[src/rtl/strm_trailer_insert_if.sv]
// ---------------------------------------------------------------------------
// strm_trailer_insert_if
// AXI4-Stream style bundle used on both sides of strm_trailer_insert.
//   tvalid  : beat valid (master -> slave)
//   tready  : beat accepted when tvalid & tready (slave -> master)
//   tdata   : DATA_BITS payload
//   tkeep   : one bit per payload byte
//   tlast   : last beat of packet
//   tid     : PID_BITS process ID
// ---------------------------------------------------------------------------
interface strm_trailer_insert_if #(
    parameter int DATA_BITS = 512,
    parameter int PID_BITS  = 6
);
    logic                   tvalid;
    logic                   tready;
    logic [DATA_BITS-1:0]   tdata;
    logic [DATA_BITS/8-1:0] tkeep;
    logic                   tlast;
    logic [PID_BITS-1:0]    tid;

    modport master (output tvalid, tdata, tkeep, tlast, tid, input tready);
    modport slave  (input tvalid, tdata, tkeep, tlast, tid, output tready);
endinterface

[src/rtl/strm_trailer_insert.sv]
// ---------------------------------------------------------------------------
// strm_trailer_insert
// Forwards a packet stream through one output register and, for packets whose
// en_trailer was high on their first beat, appends a trailer beat carrying
// the packet byte count, an XOR checksum of its 32-bit lanes and a sequence
// number (packets completed before this one started).
//   aclk, aresetn : clock, asynchronous active-low reset
//   s_axis        : upstream stream (slave)
//   m_axis        : downstream stream (master), registered
//   en_trailer    : trailer enable, sampled on each packet's first beat
//   pkt_cnt       : packets (beats with tlast) consumed at the output
// ---------------------------------------------------------------------------
module strm_trailer_insert #(
    parameter int DATA_BITS = 512,
    parameter int PID_BITS  = 6
) (
    input  logic                  aclk,
    input  logic                  aresetn,
    strm_trailer_insert_if.slave  s_axis,
    strm_trailer_insert_if.master m_axis,
    input  logic                  en_trailer,
    output logic [31:0]           pkt_cnt
);
    localparam int KEEP_BITS = DATA_BITS / 8;
    localparam int LANES     = DATA_BITS / 32;

    localparam logic [0:0] PASS  = 1'b0;
    localparam logic [0:0] TRAIL = 1'b1;

    logic [0:0]           state_q, state_d;
    logic                 rdy_q;
    logic                 vld_q, vld_d;
    logic [DATA_BITS-1:0] data_q, data_d;
    logic [KEEP_BITS-1:0] keep_q, keep_d;
    logic                 last_q, last_d;
    logic [PID_BITS-1:0]  tid_q, tid_d;
    logic                 in_pkt_q, in_pkt_d;
    logic                 en_q, en_d;
    logic [31:0]          byte_cnt_q, byte_cnt_d;
    logic [31:0]          csum_q, csum_d;
    logic [31:0]          seq_q, seq_d;
    logic [PID_BITS-1:0]  ptid_q, ptid_d;
    logic [31:0]          pkt_cnt_q, pkt_cnt_d;

    logic                 s_ready, acc, first, en_eff, out_take;
    logic [31:0]          beat_bytes, beat_csum;
    logic [DATA_BITS-1:0] masked;

    // Per-beat byte count and lane checksum with unkept bytes zeroed.
    always_comb begin
        beat_bytes = '0;
        beat_csum  = '0;
        masked     = '0;
        for (int b = 0; b < KEEP_BITS; b++) begin
            masked[b*8 +: 8] = s_axis.tkeep[b] ? s_axis.tdata[b*8 +: 8] : 8'h00;
            beat_bytes       = beat_bytes + 32'(s_axis.tkeep[b]);
        end
        for (int l = 0; l < LANES; l++)
            beat_csum = beat_csum ^ masked[l*32 +: 32];
    end

    // rdy_q keeps tready low until the first edge after reset release.
    assign out_take = vld_q && m_axis.tready;
    assign s_ready  = rdy_q && (state_q == PASS) && (!vld_q || m_axis.tready);
    assign acc      = s_axis.tvalid && s_ready;
    assign first    = !in_pkt_q;
    assign en_eff   = first ? en_trailer : en_q;

    always_comb begin
        state_d    = state_q;
        vld_d      = vld_q;
        data_d     = data_q;
        keep_d     = keep_q;
        last_d     = last_q;
        tid_d      = tid_q;
        in_pkt_d   = in_pkt_q;
        en_d       = en_q;
        byte_cnt_d = byte_cnt_q;
        csum_d     = csum_q;
        seq_d      = seq_q;
        ptid_d     = ptid_q;
        pkt_cnt_d  = pkt_cnt_q;

        if (out_take) begin
            vld_d = 1'b0;
            if (last_q) pkt_cnt_d = pkt_cnt_q + 32'd1;
        end

        if (state_q == TRAIL) begin
            if (!vld_q || m_axis.tready) begin
                vld_d          = 1'b1;
                data_d         = '0;
                data_d[95:0]   = {seq_q, csum_q, byte_cnt_q};
                keep_d         = '0;
                keep_d[11:0]   = 12'hFFF;
                last_d         = 1'b1;
                tid_d          = ptid_q;
                state_d        = PASS;
            end
        end else if (acc) begin
            vld_d      = 1'b1;
            data_d     = s_axis.tdata;
            keep_d     = s_axis.tkeep;
            last_d     = s_axis.tlast && !en_eff;
            tid_d      = s_axis.tid;
            in_pkt_d   = !s_axis.tlast;
            byte_cnt_d = (first ? 32'd0 : byte_cnt_q) + beat_bytes;
            csum_d     = (first ? 32'd0 : csum_q) ^ beat_csum;
            if (first) begin
                en_d   = en_trailer;
                // pkt_cnt_d already includes a tlast consumed this cycle.
                seq_d  = pkt_cnt_d;
                ptid_d = s_axis.tid;
            end
            if (s_axis.tlast && en_eff) state_d = TRAIL;
        end
    end

    always_ff @(posedge aclk or negedge aresetn) begin
        if (!aresetn) begin
            state_q    <= PASS;
            rdy_q      <= 1'b0;
            vld_q      <= 1'b0;
            data_q     <= '0;
            keep_q     <= '0;
            last_q     <= 1'b0;
            tid_q      <= '0;
            in_pkt_q   <= 1'b0;
            en_q       <= 1'b0;
            byte_cnt_q <= '0;
            csum_q     <= '0;
            seq_q      <= '0;
            ptid_q     <= '0;
            pkt_cnt_q  <= '0;
        end else begin
            state_q    <= state_d;
            rdy_q      <= 1'b1;
            vld_q      <= vld_d;
            data_q     <= data_d;
            keep_q     <= keep_d;
            last_q     <= last_d;
            tid_q      <= tid_d;
            in_pkt_q   <= in_pkt_d;
            en_q       <= en_d;
            byte_cnt_q <= byte_cnt_d;
            csum_q     <= csum_d;
            seq_q      <= seq_d;
            ptid_q     <= ptid_d;
            pkt_cnt_q  <= pkt_cnt_d;
        end
    end

    assign s_axis.tready = s_ready;
    assign m_axis.tvalid = vld_q;
    assign m_axis.tdata  = data_q;
    assign m_axis.tkeep  = keep_q;
    assign m_axis.tlast  = last_q;
    assign m_axis.tid    = tid_q;
    assign pkt_cnt       = pkt_cnt_q;
endmodule

[src/flat_wrapper.sv]
// flat-port wrapper written by rule: the top's interface ports become plain ports
module strm_trailer_insert_flat 
#(
    parameter int DATA_BITS = 512,
    parameter int PID_BITS  = 6
)
  (aclk, aresetn, en_trailer, pkt_cnt, s_axis_tvalid, s_axis_tdata, s_axis_tkeep, s_axis_tlast, s_axis_tid, s_axis_tready, m_axis_tvalid, m_axis_tdata, m_axis_tkeep, m_axis_tlast, m_axis_tid, m_axis_tready);
  strm_trailer_insert_if #(.DATA_BITS(DATA_BITS), .PID_BITS(PID_BITS)) s_axis_i ();
  strm_trailer_insert_if #(.DATA_BITS(DATA_BITS), .PID_BITS(PID_BITS)) m_axis_i ();
  input  logic aclk;
  input  logic aresetn;
  input  logic en_trailer;
  output logic [31:0] pkt_cnt;
  input wire logic [$bits(s_axis_i.tvalid)-1:0] s_axis_tvalid;
  input wire logic [$bits(s_axis_i.tdata)-1:0] s_axis_tdata;
  input wire logic [$bits(s_axis_i.tkeep)-1:0] s_axis_tkeep;
  input wire logic [$bits(s_axis_i.tlast)-1:0] s_axis_tlast;
  input wire logic [$bits(s_axis_i.tid)-1:0] s_axis_tid;
  output wire logic [$bits(s_axis_i.tready)-1:0] s_axis_tready;
  output wire logic [$bits(m_axis_i.tvalid)-1:0] m_axis_tvalid;
  output wire logic [$bits(m_axis_i.tdata)-1:0] m_axis_tdata;
  output wire logic [$bits(m_axis_i.tkeep)-1:0] m_axis_tkeep;
  output wire logic [$bits(m_axis_i.tlast)-1:0] m_axis_tlast;
  output wire logic [$bits(m_axis_i.tid)-1:0] m_axis_tid;
  input wire logic [$bits(m_axis_i.tready)-1:0] m_axis_tready;
  assign s_axis_i.tvalid = s_axis_tvalid;
  assign s_axis_i.tdata = s_axis_tdata;
  assign s_axis_i.tkeep = s_axis_tkeep;
  assign s_axis_i.tlast = s_axis_tlast;
  assign s_axis_i.tid = s_axis_tid;
  assign s_axis_tready = s_axis_i.tready;
  assign m_axis_tvalid = m_axis_i.tvalid;
  assign m_axis_tdata = m_axis_i.tdata;
  assign m_axis_tkeep = m_axis_i.tkeep;
  assign m_axis_tlast = m_axis_i.tlast;
  assign m_axis_tid = m_axis_i.tid;
  assign m_axis_i.tready = m_axis_tready;
  strm_trailer_insert #(.DATA_BITS(DATA_BITS), .PID_BITS(PID_BITS)) u_core (.aclk(aclk), .aresetn(aresetn), .s_axis(s_axis_i), .m_axis(m_axis_i), .en_trailer(en_trailer), .pkt_cnt(pkt_cnt));
endmodule
[config.mk]
export PLATFORM = sky130hd
export DESIGN_NAME = strm_trailer_insert_flat
export DESIGN_NICKNAME = d
export VERILOG_FILES = /design/src/rtl/strm_trailer_insert_if.sv /design/src/rtl/strm_trailer_insert.sv /design/src/flat_wrapper.sv
export SDC_FILE = /design/constraint.sdc
export NUM_CORES = 2
export LEC_CHECK = 0
export CORE_AREA = 5 5 460 462
export DETAILED_ROUTE_END_ITERATION = 8
export DIE_AREA = 0 0 465 467
export GPL_ROUTABILITY_DRIVEN = 0
export PLACE_DENSITY_LB_ADDON = 0.25
export SYNTH_ARGS = -nofsm -noshare
export SYNTH_HDL_FRONTEND = slang
export SYNTH_SLANG_ARGS = --single-unit
[constraint.sdc]
create_clock -name aclk -period 16.5 [get_ports aclk]
set_input_delay 4.125 -clock aclk [delete_from_list [all_inputs] [get_ports aclk]]
set_output_delay 4.125 -clock aclk [all_outputs]
set_load 0.005 [all_outputs]
Yosys cells after proc, flatten, opt, wreduce, memory -nomap -nowiden
Cells that the tools add are included.
- add/subtract/negate cells: 65
- reduce and logical (&&, ||, !) cells: 14
- multiplexer cells: 89
- eq/ne operators: 1
- bitwise gates (word level): 18
- operators by type and width (operator ; count):
    32-bit by 1-bit adder with 32-bit output ; 62
    512-bit two-way mux ; 3
    8-bit two-way mux ; 64
    32-bit bitwise XOR ; 16
    64-bit two-way mux ; 3
    32-bit two-way mux ; 4
    32-bit by 1-bit adder with 32-bit output (second input constant) ; 1
    32-bit adder ; 1
    6-bit two-way mux ; 3
    1-bit two-way mux ; 12
    1-bit logical AND ; 6
    2-bit AND reduction ; 2
    1-bit logical NOT ; 3
    3-bit AND reduction ; 1
    1-bit by 1-bit adder with 2-bit output ; 1
    2-bit inequality test (second input constant) ; 1
    1-bit NOT ; 2
    2-bit nonzero test ; 1
    1-bit logical OR ; 1
- bits of input ports: 588
- bits in registers: 722
- logic and storage cells: 201
- output and inout port bits: 617

Depth between registers and ports, before layout
- depth after elaboration: 64
- depth in mapped cells: 27
- gate-level depth less buffers: 24

Worst setup path before layout
Ideal clock, no wire load.
- path type: input to register
- start point: in s_axis_tkeep[60]
- end point: reg u_core.byte_cnt_q[30]
- stages on the path: 25
- required time: 16378 ps
- library setup time: 122 ps
- arrival time: 10381 ps
- path buffers: 1
- slack: 5998 ps
- path through: clkbuf_1 > inv_1 > fa_1 > fa_1 > inv_1 > fa_1 > inv_1 > fa_1 > inv_1 > fa_1 > inv_1 > fa_1 > fa_1 > fa_1 > inv_1 > ha_1 > inv_1 > fa_1 > nor2b_1 > o21a_1 > o21ai_0 > a21oi_1 > a21oi_1 > or4b_1 > xor2_1
- longest elaborated chain between the ends: 5
- RTL lines (what ; line ; RTL):
    start: declaration ; flat_wrapper.sv:16 ; input wire logic [$bits(s_axis_i.tkeep)-1:0] s_axis_tkeep;
    32-bit by 1-bit adder with 32-bit output (4 in series) ; strm_trailer_insert.sv:56 ; beat_bytes = beat_bytes + 32'(s_axis.tkeep[b]);
    32-bit adder ; strm_trailer_insert.sv:107 ; byte_cnt_d = (first ? 32'd0 : byte_cnt_q) + beat_bytes;
    end signal: assignment ; strm_trailer_insert.sv:145 ; byte_cnt_q <= byte_cnt_d;
    end: declaration ; strm_trailer_insert.sv:39 ; logic [31:0] byte_cnt_q, byte_cnt_d;
Every way passes these cells.
A chain may end at the register's enable or synchronous reset.

Worst setup path after layout
- start point: in s_axis_tkeep[54]
- end point: reg u_core.byte_cnt_q[30]
- longest elaborated chain between the ends: 11
- RTL lines (what ; line):
    32-bit by 1-bit adder with 32-bit output (10 in series) ; strm_trailer_insert.sv:56
    32-bit adder ; strm_trailer_insert.sv:107
Every way passes these cells.

==> metrics.yaml <==
clocking:
  h-tree-depth: 3
  cts-resized-gates: 0
  clockBufferDepth: 3
  cts_hold_buffers: 0
  clk_latency_ns: 0.75
  cts_tree: "done"
  cts.sinks: 722
  cts_buffers: 98
  cts.root.buffer_cell: "clkbuf_16"
  postCtsSetupBuffers: 0
  clkTransAtPathRegs_ns: 0.06
critical_path:
  required_ns: 17.13
  critical_path_class: "in2reg"
  slowest_delay_ns: 0.90
  slowest_stage: "fa_1"
  end_kind: "register"
  cp_max_fo: 10
  cp_num_buf_inv: 8
  critical-path-top-delay-family: "adder cells"
  start_kind: "primary input"
  r2r_slack_ns: 9.01
  critical_path_arrival_ns: 12.01
  crit_top_cell: "fa_1"
logic_synthesis:
  yosys_warnings: 0
  syn_inst: 3412
  seq_area_frac_synth_pct: 50.4
  synth-edff-count: 0
  synthMuxAreaShare_pct: 3.30
  synth_top_family_by_area: "XOR/XNOR gates"
  synthXorXnorAreaFrac_pct: 13.9
  async_flop_share_pct: 100
  yosys.area_share.simple_pct: 10.9
  synth_fp_nets: 4094
  avgSynthCellArea_um2: 10.5
  synth_seq_cells: 722
  yosysUniqueCellTypes: 49
  synthFlopType: "dfrtp_1"
  syn_area_mm2: 0.0359
  synth-adder-area-share_pct: 4.43
  synth_compound_area_share_pct: 13.4
final_layout:
  final_net_count: 5226
  n_fill_cell: 21916
  syn_to_final_growth_pct: 51.5
  drive_gt1_share_pct: 5.45
  fin_util_pct: 26.3
die:
  die_h_um: 467
  die_w_um: 465
  num_io_pins: 1205
  initial_core_util_pct: 17.4
  die-area_mm2: 0.217
  num_rows: 167
  core_area_mm2: 0.207
sta:
  fin_setup_tns_ns: 0
  finalHoldViolCount: 0
  fmaxAchievable_mhz: 87.9
  maxSlewHeadroom_pct: 16.4
  tightestPinTransition_ns: 1.25
  finalCriticalPeriod_ns: 11.37
  setup_ws_ns: 5.13
  finClkSkew_ns: 0.0360
  setup_viol: 0
  post-route-period-util_pct: 68.9
  slew_violations: 0
  rsz0062_at_grt: "false"
global_routing:
  antenna_found_initial: 88
  track_usage_pct: 21.2
  grt_max_degree: 187
  overflow: 0
  grt_pass1_wl_um: 311000
  grt_pass1_vias: 32399
detailed_routing:
  drc: 0
  via_per_inst: 4.28
  avgRoutedWirePerCell_um: 32.5
  detail-route-antenna-nets: 0
  finalWirelength_um: 239000
  drtPass1Iterations: 5
  vias: 31487
  drt_iter0_markers: 2329
placement:
  io_buffers: 1204
  dpl.hpwl_um: 194000
  dp_slack_ns: 4.34
worst_hold_path:
  hp-class: "reg2reg"
power_and_ir_drop:
  p_leak_nw: 23.0
  power_density_mw_per_mm2: 148
  ir_worst_vdd_v: 0.000331
job:
  max-cap-violations: 0
status:
  status: "finished clean"
metal layers:
metal	vias to the layer above	routed length (um)	global-route usage [%]	part of all wire, %
met5	-	195	0	0.082
met4	30	6270	5.84	2.6
met3	237	20000	6.16	8.4
met2	1419	109000	33.7	46
met1	16061	104000	28.0	43
li1	13740	-	-	-
cells in the mapped netlist, types with 3 or more instances:
library cell / instances / area [um2]
nand2_1: 821 / 3080
dfrtp_1: 722 / 18100
a22o_1: 437 / 3830
xnor2_1: 410 / 3590
xor2_1: 160 / 1400
o21ai_0: 146 / 731
clkbuf_1: 135 / 507
mux2i_1: 106 / 1060
inv_1: 96 / 360
buf_2: 87 / 435
fa_1: 55 / 1100
nor2_1: 54 / 203
ha_1: 39 / 488
a21oi_1: 19 / 95.1
nand3_1: 16 / 80.1
and2_1: 12 / 75.1
nand4_1: 12 / 75.1
and3_1: 11 / 68.8
mux2_2: 11 / 124
a21o_1: 7 / 52.6
nor3_1: 7 / 35.0
buf_1: 6 / 22.5
nand2b_1: 4 / 25.0
nor4_1: 3 / 18.8
o21a_1: 3 / 22.5
o22a_1: 3 / 26.3
final cells by class:
cell class | count | area, um2 | share of cell area (%)
antenna | 30 | 75.1 | 0.138
clock buffer | 143 | 2940 | 5.40
clock inverter | 38 | 493 | 0.907
inverter | 96 | 360 | 0.663
multi-input combinational | 2365 | 16500 | 30.3
sequential | 722 | 18100 | 33.3
tap | 2704 | 3380 | 6.23
timing repair buffer | 1261 | 12500 | 23.1
placed cells by master (no fill, tap or decap), drive strengths merged, types with 39 or more instances in the layout:
cell / instances
nand2: 821
clkdlybuf4s50: 1203
xor2: 160
ha: 39
a22o: 437
mux2i: 106
dfrtp: 722
nor2: 54
inv: 100
fa: 55
xnor2: 410
clkbuf: 143
o21ai: 146
buf: 58
stage by stage:
stage / power, mW / std cells / hold slack, ns / instance area, um2
floorplan: 4.13 / 3412 / 0.445 / 35900
global placement: 5.74 / 7148 / 0.457 / 50800
detailed placement: 5.75 / 7148 / 0.464 / 50800
CTS: 8.14 / 7329 / 0.477 / 54300
global route: 8.56 / 7340 / 0.489 / 54300
finish: 8.04 / 7359 / 0.473 / 54300
final timing paths:
kind                                   from                        to  cells past startpoint
max                        s_axis_tkeep[54]     u_core.byte_cnt_q[30]                     25
min                        u_core.ptid_q[1]          u_core.ptid_q[1]                      2
max reg2reg                 u_core.in_pkt_q     u_core.byte_cnt_q[30]                     25
min reg2reg                u_core.ptid_q[1]          u_core.ptid_q[1]                      2
max in group asynchronous           aresetn  u_core.m_axis.tdata[168]                      4
min in group asynchronous           aresetn  u_core.m_axis.tdata[492]                      1
sequential cells by signal (all words and copies together), names as in the netlist:
name and cells:
u_core.rdy_q 1, u_core.ptid_q 6, u_core.en_q 1, u_core.seq_q 32
u_core.m_axis.tlast 1, u_core.in_pkt_q 1, u_core.pkt_cnt 32, u_core.state_q 1
u_core.m_axis.tvalid 1, u_core.m_axis.tkeep 64, u_core.csum_q 32, u_core.m_axis.tid 6
u_core.byte_cnt_q 32, u_core.m_axis.tdata 512
cell families (layout without fill, tap and decap cells):
group	after synthesis	count (layout)
flops	722	722
mux	117	117
fa+ha+maj	94	94
xor+xnor	570	570
compound gates	621	621
buf+inv	325	1538
other cells	1	31
simple gates	962	962
tightest hold or removal path: stages (launching register included):
cell and delay, ns:
dfrtp_1 0.34, nand2_1 0.05, nand2_1 0.06
power by group:
| part | internal (mW) | switching [mW] | total (mW) | leakage (nW) |
|---|---|---|---|---|
| Sequential | 2.12 | 0.223 | 2.35 | 9.16 |
| Combinational | 1.66 | 1.72 | 3.38 | 12.2 |
| Clock | 1.37 | 0.939 | 2.31 | 1.67 |
Power figures use the tool's default switching activity.
==> patch: new RTL, same settings <==
`DATA_BITS` is set to 512 in 3 places; all go to 128.
--- a/src/rtl/strm_trailer_insert_if.sv
+++ b/src/rtl/strm_trailer_insert_if.sv
@@ -10,5 +10,5 @@
 // ---------------------------------------------------------------------------
 interface strm_trailer_insert_if #(
-    parameter int DATA_BITS = 512,
+    parameter int DATA_BITS = 128,
     parameter int PID_BITS  = 6
 );
--- a/src/rtl/strm_trailer_insert.sv
+++ b/src/rtl/strm_trailer_insert.sv
@@ -12,5 +12,5 @@
 // ---------------------------------------------------------------------------
 module strm_trailer_insert #(
-    parameter int DATA_BITS = 512,
+    parameter int DATA_BITS = 128,
     parameter int PID_BITS  = 6
 ) (
--- a/src/flat_wrapper.sv
+++ b/src/flat_wrapper.sv
@@ -2,5 +2,5 @@
 module strm_trailer_insert_flat 
 #(
-    parameter int DATA_BITS = 512,
+    parameter int DATA_BITS = 128,
     parameter int PID_BITS  = 6
 )
Interface: changed (resized m_axis_tdata, m_axis_tkeep, s_axis_tdata and s_axis_tkeep); port bits go from 1205 to 341. The function was not compared with the original's and may differ.
==> patch against the unedited design <==
Via count is 61% lower. Sequential cell count is 432 lower. Clock power is 54% lower. Worst setup slack better by 1.5 ns. Sequential power is 57% lower. Total power is 64% lower. Cell area is 58% lower. Wire length is 64% lower. Area after synthesis is 59% lower. Synthesized cell count is 56% lower. Largest cell class unchanged. Largest power group is now clock.
==> patch: results (changes against the unedited design) <==
| Metric | Value |
|---|---|
| Arr. time, crit path | 5.75 ns (-6.26 ns) |
| Layout cell share with drive strength beyond 1 | 7.90% (+2.5 points) |
| Highest-delay cell along the critical path | clkdlybuf4s50_1 |
| CP top delay family | buffers and inverters |
| Via count | 12126 (-61%) |
| Hpwl dp | 66.6 mm (-66%) |
| CTS buffer count | 44 (-55%) |
| Number of library cell types mapped by synthesis | 55 (+12%) |
| Initial antenna violation count | 20 (-77%) |
| First-pass DRT Iterations | 4 (-1) |
| Max reg flops | 128 (-75%) |
| First-pass GRT wire length | 114 mm (-63%) |
| Tightest Pin Transition | 1.06 ns (-0.184 ns) |
| Most common library cells after synthesis | nand2_1, dfrtp_1, mux2i_1 |
| Total GRT Usage | 7.70% (-13 points) |
| P_sw | 946 µW (-67%) |
| Fill count | 23684 (+8.1%) |
| Largest net degree at the start of global routing | 103 (-45%) |
| Vias in the first global route | 12827 (-60%) |
| H-tree depth | 2 (-1) |
| Clock transition at path regs | 0.06 ns (about the same) |
| Largest stage delay, worst path | 0.53 ns (-0.37 ns) |
| 1st-iter DRT viols | 557 (-76%) |
| Status | completed |
| Clock skew | 0.0328 ns (-0.00319 ns) |
| Leak | 0.00879 µW (-62%) |
| Critical-path maximum fanout | 7 (-3) |
| Worst-Skew Late Latency | 0.63 ns (-0.12 ns) |
| Synthesized net count | 1677 (-59%) |
-- patch: cell count changes after synthesis, moves of 44 or more --
cell,unedited run,this run
clkbuf_1,135,73
nand2_1,821,351
dfrtp_1,722,290
xor2_1,160,56
fa_1,55,11
inv_1,96,31
a21oi_1,19,77
a22o_1,437,36
xnor2_1,410,90
buf_2,87,19
-- patch: layout make-up --
class	count	share of cell area (%)
timing repair buffer	369	15.8
clock buffer	61	5.40
clock inverter	19	1.34
multi-input combinational	1078	30.8
tap	2704	14.7
antenna	5	0.0542
inverter	31	0.504
sequential	290	31.5
-- patch: worst register-to-register path: cells and delay by family, from the launching register on --
| kind | cells | cell delay, ns |
|---|---|---|
| AOI/OAI and AO/OA | 2 | 0.75 |
| buffers and inverters | 2 | 0.15 |
| and+or+nand+nor | 4 | 1.08 |
| DFF | 1 | 0.81 |
| adders and majority gates | 6 | 2.18 |
-- patch: per-layer routing --
layer / routed length, µm / vias up / GRT usage [%]
met5: 46 / - / 0
met4: 3020 / 8 / 3.23
met3: 3770 / 109 / 1.53
met2: 44200 / 291 / 14.0
met1: 34500 / 5963 / 8.79
li1: - / 5755 / -
-- patch: final timing paths --
| kind | from | to | slack [ns] |
|---|---|---|---|
| setup / recovery | m_axis_tready | s_axis_tready | 6.63 |
| hold / removal | u_core.m_axis.tdata[20] | u_core.m_axis.tdata[20] | 0.48 |
| setup reg to reg | u_core.in_pkt_q | u_core.byte_cnt_q[28] | 11.47 |
| hold reg to reg | u_core.m_axis.tdata[20] | u_core.m_axis.tdata[20] | 0.48 |
| max in group asynchronous | aresetn | u_core.state_q | 10.78 |
| min in group asynchronous | aresetn | u_core.m_axis.tdata[100] | 3.58 |
-- patch: cell families after synthesis --
| logic type | synth area share (%) |
|---|---|
| multiplexers | 11.4 |
| AND/OR/NAND/NOR | 15.2 |
| AO/OA/AOI/OAI | 9.70 |
| buffers and inverters | 3.40 |
| flip-flops | 48.9 |
| XOR/XNOR | 8.61 |
| other | 0.0253 |
| adder cells (fa/ha/maj) | 2.83 |
-- patch: stage by stage --
stage	instance area, µm²	std cells	power (µW)	hold slack, ns	worst slack (ns)
2_1_floorplan	14800	1494	1340	0.445	7.83
3_3_place_gp	21500	4472	1840	0.457	6.62
3_5_place_dp	21500	4472	1840	0.468	6.59
4_1_cts	23100	4552	2960	0.483	6.59
5_1_grt	23100	4555	3050	0.491	6.58
6_report	23100	4557	2860	0.475	6.63
-- patch: power groups by stage --
stage               Combinational (µW)  Clock, µW  Sequential (µW)
global route                       888       1140             1020
global placement                   826          0             1010
detailed placement                 829          0             1010
CTS                                833       1130             1010
floorplan                          358          0              981
finish                             796       1060             1000
